[config.mk]
export PLATFORM = sky130hd
export DESIGN_NAME = sync_correlator_flat
export DESIGN_NICKNAME = d
export VERILOG_FILES = /design/src/rtl/sync_correlator_if.sv /design/src/rtl/sync_correlator.sv /design/src/flat_wrapper.sv
export SDC_FILE = /design/constraint.sdc
export NUM_CORES = 1
export LEC_CHECK = 0
export ABC_AREA = 1
export CAP_MARGIN = 20
export CORE_MARGIN = 5
export CORE_UTILIZATION = 50
export CTS_CLUSTER_DIAMETER = 120
export DETAILED_ROUTE_END_ITERATION = 10
export PLACE_DENSITY = 0.74
export SYNTH_ARGS = -nofsm -noshare
export SYNTH_HDL_FRONTEND = slang
export SYNTH_SLANG_ARGS = --single-unit
export TNS_END_PERCENT = 20
[constraint.sdc]
create_clock -name clk_6M -period 9.45 [get_ports clk_6M]
set_clock_uncertainty 0.1 [all_clocks]
set_input_delay 0.945 -clock clk_6M [delete_from_list [all_inputs] [get_ports clk_6M]]
set_output_delay 0.945 -clock clk_6M [all_outputs]
set_load 0.02 [all_outputs]
[src/rtl/sync_correlator_if.sv]
// Bit-stream, register and pulse bundle between the receive front end and the sync correlator.
// The master drives strobe/bit/control and register values; the slave returns the pulses and status.
interface sync_correlator_if #(
  parameter int SW_LEN = 64,
  parameter int WIN_W  = 12
);
  logic              p_1us;
  logic              rxbit;
  logic              search_start_p;
  logic              search_abort;
  logic [SW_LEN-1:0] regi_syncword;
  logic [6:0]        regi_corr_thresh;
  logic [WIN_W-1:0]  regi_search_win;

  logic              sync_found_p;
  logic              rx_trailer_st_p;
  logic              rx_header_st_p;
  logic              search_timeout_p;
  logic [6:0]        sync_errs;
  logic              corr_busy;

  modport master (
    output p_1us, rxbit, search_start_p, search_abort,
           regi_syncword, regi_corr_thresh, regi_search_win,
    input  sync_found_p, rx_trailer_st_p, rx_header_st_p,
           search_timeout_p, sync_errs, corr_busy
  );

  modport slave (
    input  p_1us, rxbit, search_start_p, search_abort,
           regi_syncword, regi_corr_thresh, regi_search_win,
    output sync_found_p, rx_trailer_st_p, rx_header_st_p,
           search_timeout_p, sync_errs, corr_busy
  );
endinterface

[src/rtl/sync_correlator.sv]
// Sliding 64-bit access-code correlator: match/timeout/header pulses 1 clk after the deciding p_1us strobe.
// No backpressure; bits arrive at the p_1us strobe and are ignored outside SEARCH.
module sync_correlator #(
  parameter int SW_LEN      = 64,
  parameter int TRAILER_LEN = 4,
  parameter int WIN_W       = 12
) (
  input  logic            clk_6M,
  input  logic            rstz,
  sync_correlator_if.slave bus
);

  localparam int FILL_W = $clog2(SW_LEN + 1);
  localparam int TRL_W  = $clog2(TRAILER_LEN + 1);

  typedef enum logic [1:0] {
    IDLE    = 2'd0,
    SEARCH  = 2'd1,
    TRAILER = 2'd2
  } state_t;

  state_t            state_q, state_d;
  logic [SW_LEN-1:0] shreg_q, shreg_d;
  logic [FILL_W-1:0] fill_q, fill_d;
  logic [WIN_W-1:0]  win_q, win_d;
  logic [TRL_W-1:0]  trl_q, trl_d;
  logic              found_q, found_d;
  logic              hdr_q, hdr_d;
  logic              tmo_q, tmo_d;
  logic [6:0]        errs_q, errs_d;

  logic [SW_LEN-1:0] nxt_c;
  logic [SW_LEN-1:0] diff_c;
  logic [6:0]        errs_c;
  logic              fill_ok_c;
  logic              errs_ok_c;
  logic              win_end_c;
  logic              trl_last_c;

  assign nxt_c  = {bus.rxbit, shreg_q[SW_LEN-1:1]};
  assign diff_c = nxt_c ^ bus.regi_syncword;

  always_comb begin
    errs_c = '0;
    for (int i = 0; i < SW_LEN; i++) begin
      errs_c = errs_c + {6'd0, diff_c[i]};
    end
  end

  // Fill gate: a restarted search must shift in a whole new word before any match.
  assign fill_ok_c  = ({1'b0, fill_q} + 1'b1) >= (FILL_W + 1)'(SW_LEN);
  assign errs_ok_c  = errs_c <= bus.regi_corr_thresh;
  assign win_end_c  = ({1'b0, win_q} + 1'b1) >= {1'b0, bus.regi_search_win};
  assign trl_last_c = ({1'b0, trl_q} + 1'b1) == (TRL_W + 1)'(TRAILER_LEN);

  always_comb begin
    state_d = state_q;
    shreg_d = shreg_q;
    fill_d  = fill_q;
    win_d   = win_q;
    trl_d   = trl_q;
    found_d = 1'b0;
    hdr_d   = 1'b0;
    tmo_d   = 1'b0;
    errs_d  = errs_q;

    if (bus.search_abort) begin
      state_d = IDLE;
    end else if (bus.search_start_p) begin
      state_d = SEARCH;
      fill_d  = '0;
      win_d   = '0;
      trl_d   = '0;
    end else begin
      case (state_q)
        SEARCH: begin
          if (bus.p_1us) begin
            shreg_d = nxt_c;
            if (fill_q != FILL_W'(SW_LEN)) fill_d = fill_q + 1'b1;
            if (win_q != '1)               win_d  = win_q + 1'b1;
            // A match on the window's last strobe suppresses the timeout.
            if (fill_ok_c && errs_ok_c) begin
              found_d = 1'b1;
              errs_d  = errs_c;
              state_d = TRAILER;
              trl_d   = '0;
            end else if (win_end_c) begin
              tmo_d   = 1'b1;
              state_d = IDLE;
            end
          end
        end
        TRAILER: begin
          if (bus.p_1us) begin
            if (trl_last_c) begin
              hdr_d   = 1'b1;
              state_d = IDLE;
            end else begin
              trl_d = trl_q + 1'b1;
            end
          end
        end
        IDLE:    state_d = IDLE;
        default: state_d = IDLE;
      endcase
    end
  end

  always_ff @(posedge clk_6M or posedge rstz) begin
    if (rstz) begin
      state_q <= IDLE;
      shreg_q <= '0;
      fill_q  <= '0;
      win_q   <= '0;
      trl_q   <= '0;
      found_q <= 1'b0;
      hdr_q   <= 1'b0;
      tmo_q   <= 1'b0;
      errs_q  <= '0;
    end else begin
      state_q <= state_d;
      shreg_q <= shreg_d;
      fill_q  <= fill_d;
      win_q   <= win_d;
      trl_q   <= trl_d;
      found_q <= found_d;
      hdr_q   <= hdr_d;
      tmo_q   <= tmo_d;
      errs_q  <= errs_d;
    end
  end

  assign bus.sync_found_p     = found_q;
  assign bus.rx_trailer_st_p  = found_q;
  assign bus.rx_header_st_p   = hdr_q;
  assign bus.search_timeout_p = tmo_q;
  assign bus.sync_errs        = errs_q;
  assign bus.corr_busy        = (state_q != IDLE);

endmodule
[src/flat_wrapper.sv]
// flat-port wrapper written by rule: the top's interface ports become plain ports
module sync_correlator_flat 
#(
  parameter int SW_LEN      = 64,
  parameter int TRAILER_LEN = 4,
  parameter int WIN_W       = 12
)
  (clk_6M, rstz, bus_p_1us, bus_rxbit, bus_search_start_p, bus_search_abort, bus_regi_syncword, bus_regi_corr_thresh, bus_regi_search_win, bus_sync_found_p, bus_rx_trailer_st_p, bus_rx_header_st_p, bus_search_timeout_p, bus_sync_errs, bus_corr_busy);
  sync_correlator_if #(.SW_LEN(SW_LEN), .WIN_W(WIN_W)) bus_i ();
  input  logic clk_6M;
  input  logic rstz;
  input wire logic [$bits(bus_i.p_1us)-1:0] bus_p_1us;
  input wire logic [$bits(bus_i.rxbit)-1:0] bus_rxbit;
  input wire logic [$bits(bus_i.search_start_p)-1:0] bus_search_start_p;
  input wire logic [$bits(bus_i.search_abort)-1:0] bus_search_abort;
  input wire logic [$bits(bus_i.regi_syncword)-1:0] bus_regi_syncword;
  input wire logic [$bits(bus_i.regi_corr_thresh)-1:0] bus_regi_corr_thresh;
  input wire logic [$bits(bus_i.regi_search_win)-1:0] bus_regi_search_win;
  output wire logic [$bits(bus_i.sync_found_p)-1:0] bus_sync_found_p;
  output wire logic [$bits(bus_i.rx_trailer_st_p)-1:0] bus_rx_trailer_st_p;
  output wire logic [$bits(bus_i.rx_header_st_p)-1:0] bus_rx_header_st_p;
  output wire logic [$bits(bus_i.search_timeout_p)-1:0] bus_search_timeout_p;
  output wire logic [$bits(bus_i.sync_errs)-1:0] bus_sync_errs;
  output wire logic [$bits(bus_i.corr_busy)-1:0] bus_corr_busy;
  assign bus_i.p_1us = bus_p_1us;
  assign bus_i.rxbit = bus_rxbit;
  assign bus_i.search_start_p = bus_search_start_p;
  assign bus_i.search_abort = bus_search_abort;
  assign bus_i.regi_syncword = bus_regi_syncword;
  assign bus_i.regi_corr_thresh = bus_regi_corr_thresh;
  assign bus_i.regi_search_win = bus_regi_search_win;
  assign bus_sync_found_p = bus_i.sync_found_p;
  assign bus_rx_trailer_st_p = bus_i.rx_trailer_st_p;
  assign bus_rx_header_st_p = bus_i.rx_header_st_p;
  assign bus_search_timeout_p = bus_i.search_timeout_p;
  assign bus_sync_errs = bus_i.sync_errs;
  assign bus_corr_busy = bus_i.corr_busy;
  sync_correlator #(.SW_LEN(SW_LEN), .TRAILER_LEN(TRAILER_LEN), .WIN_W(WIN_W)) u_core (.clk_6M(clk_6M), .rstz(rstz), .bus(bus_i));
endmodule
==> results_dict.tcl <==
set metrics [dict create \
    grt_pass1_vias 5092 \
    tightest_slew_ns 0.746 \
    grt-ovfl-total 0 \
    grtUsageTotal_pct 18.8 \
    maxCapViolCount 0 \
    crit_top_cell "fa_1" \
    hold_viol_final 0 \
    hold_class "flip-flop to flip-flop" \
    postSynthCellCount 779 \
    drtPass1Iterations 4 \
    synth_warnings 0 \
    h-tree-depth 3 \
    gp_congestion 0.854 \
    insertion_delay_ns 0.35 \
    r2r_start "u_core.shreg_q[1]" \
    crit_start "bus_regi_syncword[0]" \
    highest_layer "met4" \
    avgSynthCellArea_um2 8.80 \
    criticalPathCategory "primary input to flip-flop" \
    wl_met1_um 6930 \
    diodes 0 \
    whs_endpoint "u_core.bus.sync_errs[2]" \
    holdPathStages 2 \
    drtIter0Drc 270 \
    routed_wirelength_um 14300 \
    io_pins 101 \
    wl_per_cell_um 13.6 \
    min_period_ns 8.70 \
    ys_types 33 \
    die_area_um2 16100 \
    die_height_um 127 \
    hold_start "u_core.bus.sync_errs[2]" \
    grt_pass1_wl_um 24200 \
    synth_edf_count 0 \
    final.fill_count 1193 \
    regToRegSetupSlack_ns 1.37 \
    r2r-end "u_core.bus.sync_errs[0]" \
    final_util_pct 62.5 \
    via_per_inst 4.76 \
    crit_arrival_ns 8.83 \
    area_growth_pct 21.8 \
    fp-row-count 42 \
    die_x_um 127 \
    numCtsBuffers 9 \
    cts_setup_buffers 0 \
    ys_seq_area_share_pct 35.4 \
    vias 5032 \
    core_area_um2 13300 \
    finalCritPeriodShare_pct 92.0 \
    path_max_fanout 12 \
    yosysMostFrequentCell "nand2_1" \
    async_reset_ff_share_pct 100 \
    fin_tns_setup_ns 0 \
    startpoint_type "primary input" \
    synth_top_area_share_pct 35.4 \
    io_buffer_count 100 \
    cts_buffer_depth 2 \
    end_kind "flip-flop" \
    drive_gt1_share_pct 5.11 \
    netlist_area_um2 6850 \
    cp_slowest_cell "fa_1" \
    clock.fmax_ghz 0.115 \
    ys_seq_elements 97 \
    ys_top_cells_by_count "268 x nand2_1, 111 x inv_1, 97 x dfrtp_1" \
    setup_viol 0 \
    cts.clk_slew.worst_paths_ns 0.07 \
    max_slew_margin_pct 50.3 \
    synth_nets 961 \
    worstPathRequired_ns 9.58 \
    cts_sinks 97 \
    status "complete, no violations" \
    dpl.hpwl_um 11100 \
    fin_nets 1058 \
    drc 0 \
    tritoncts "built" \
    reg2reg_depth 27 \
    synth_top_area_cell "dfrtp_1" \
    root_buffer "clkbuf_16" \
    antenna_found_initial 0 \
    ant_nets 0 \
    start_util_pct 51.3 \
    rsz0062_at_grt "no" \
    wl_met2_um 6420 \
    critPathMaxStageDelay_ns 0.55 \
    cts_resized 0 \
    synthTopCellsByArea "dfrtp_1 35%, fa_1 16%, nand2_1 15%" \
    synth_ff_type "dfrtp_1" \
    routed-wl-met3_um 744 \
    grt_max_degree 70 \
    holdBufCountCts 0 \
    slew_viol_final 0 \
]
[flip-flops by register name (all words and copies together), names as in the netlist]
| signal | cells |
|---|---|
| u_core.bus.rx_header_st_p | 1 |
| u_core.bus.sync_errs | 7 |
| u_core.bus.rx_trailer_st_p | 1 |
| u_core.bus.search_timeout_p | 1 |
| u_core.fill_q | 7 |
| u_core.shreg_q | 63 |
| u_core.win_q | 12 |
| u_core.trl_q | 3 |
| u_core.state_q | 2 |
[stage by stage]
step,worst slack (ns),instance area (um^2),hold WS (ns),std cells
finish,0.754,8340,0.382,1057
floorplan,1.20,6850,0.357,779
detailed placement,0.354,8000,0.362,1040
global placement,0.533,8000,0.357,1040
global route,0.399,8340,0.410,1057
CTS,0.711,8320,0.379,1056
[worst max-delay path by stage]
stage	to	slack (ns)
2_1_floorplan	u_core.bus.sync_errs[5]	1.20
3_3_place_gp	u_core.bus.sync_errs[5]	0.53
3_5_place_dp	u_core.bus.sync_errs[0]	0.35
5_1_grt	u_core.bus.sync_errs[0]	0.40
6_report	u_core.bus.sync_errs[0]	0.75
4_1_cts	u_core.bus.sync_errs[0]	0.71
[layout by cell type, fill, tap and decap left out, types with 2 or more instances in the layout]
cell             count
a21oi_1             13
and3_1               2
buf_4                2
bufinv_16            2
clkbuf_16            9
clkdlybuf4s50_1    100
clkinv_2             2
dfrtp_1             97
fa_1                54
ha_1                39
inv_1              110
inv_2                5
nand2_1            268
nand2_2              4
nand3_1             16
nand4_1              3
nor2_1              19
nor2_2               4
nor2_4               4
nor3_1               5
o21ai_0             18
o21ai_2              6
o21bai_1             3
o22ai_1              5
xnor2_1             36
xor2_1              42
[kinds of logic after synthesis]
kind of cell / count (synthesis) / synth area share, %
AND/OR/NAND/NOR: 329 / 19.8
buffers and inverters: 133 / 7.65
flip-flops: 97 / 35.4
adder cells (fa/ha/maj): 93 / 22.9
XOR/XNOR: 78 / 9.97
AO/OA/AOI/OAI: 49 / 4.29
[layout make-up]
| class | instances | area (um^2) | share of cell area, % |
|---|---|---|---|
| multi-input cells | 549 | 3900 | 46.8 |
| clock inverters | 5 | 78.8 | 0.945 |
| flip-flops and latches | 97 | 2430 | 29.1 |
| well taps | 176 | 220 | 2.64 |
| clock buffers | 11 | 243 | 2.91 |
| repair buffers | 103 | 1040 | 12.4 |
| inverters | 116 | 438 | 5.25 |
[worst max-delay path: cells and delay by family]
kind	cells	cell delay, ns
adders and majority gates	12	5.64
AOI/OAI and AO/OA	5	0.88
buffers and inverters	4	0.68
and+or+nand+nor	6	0.55
xor gates and xnor gates	1	0.15
[per-layer routing]
metal	GRT usage [%]	vias to the layer above
li1	-	2549
met1	27.6	2361
met2	28.5	109
met3	3.17	13
met4	6.12	0
met5	0	-
Power is not shown: default switching activity piles up to over one toggle a cycle in this logic, so the estimate is an artifact.
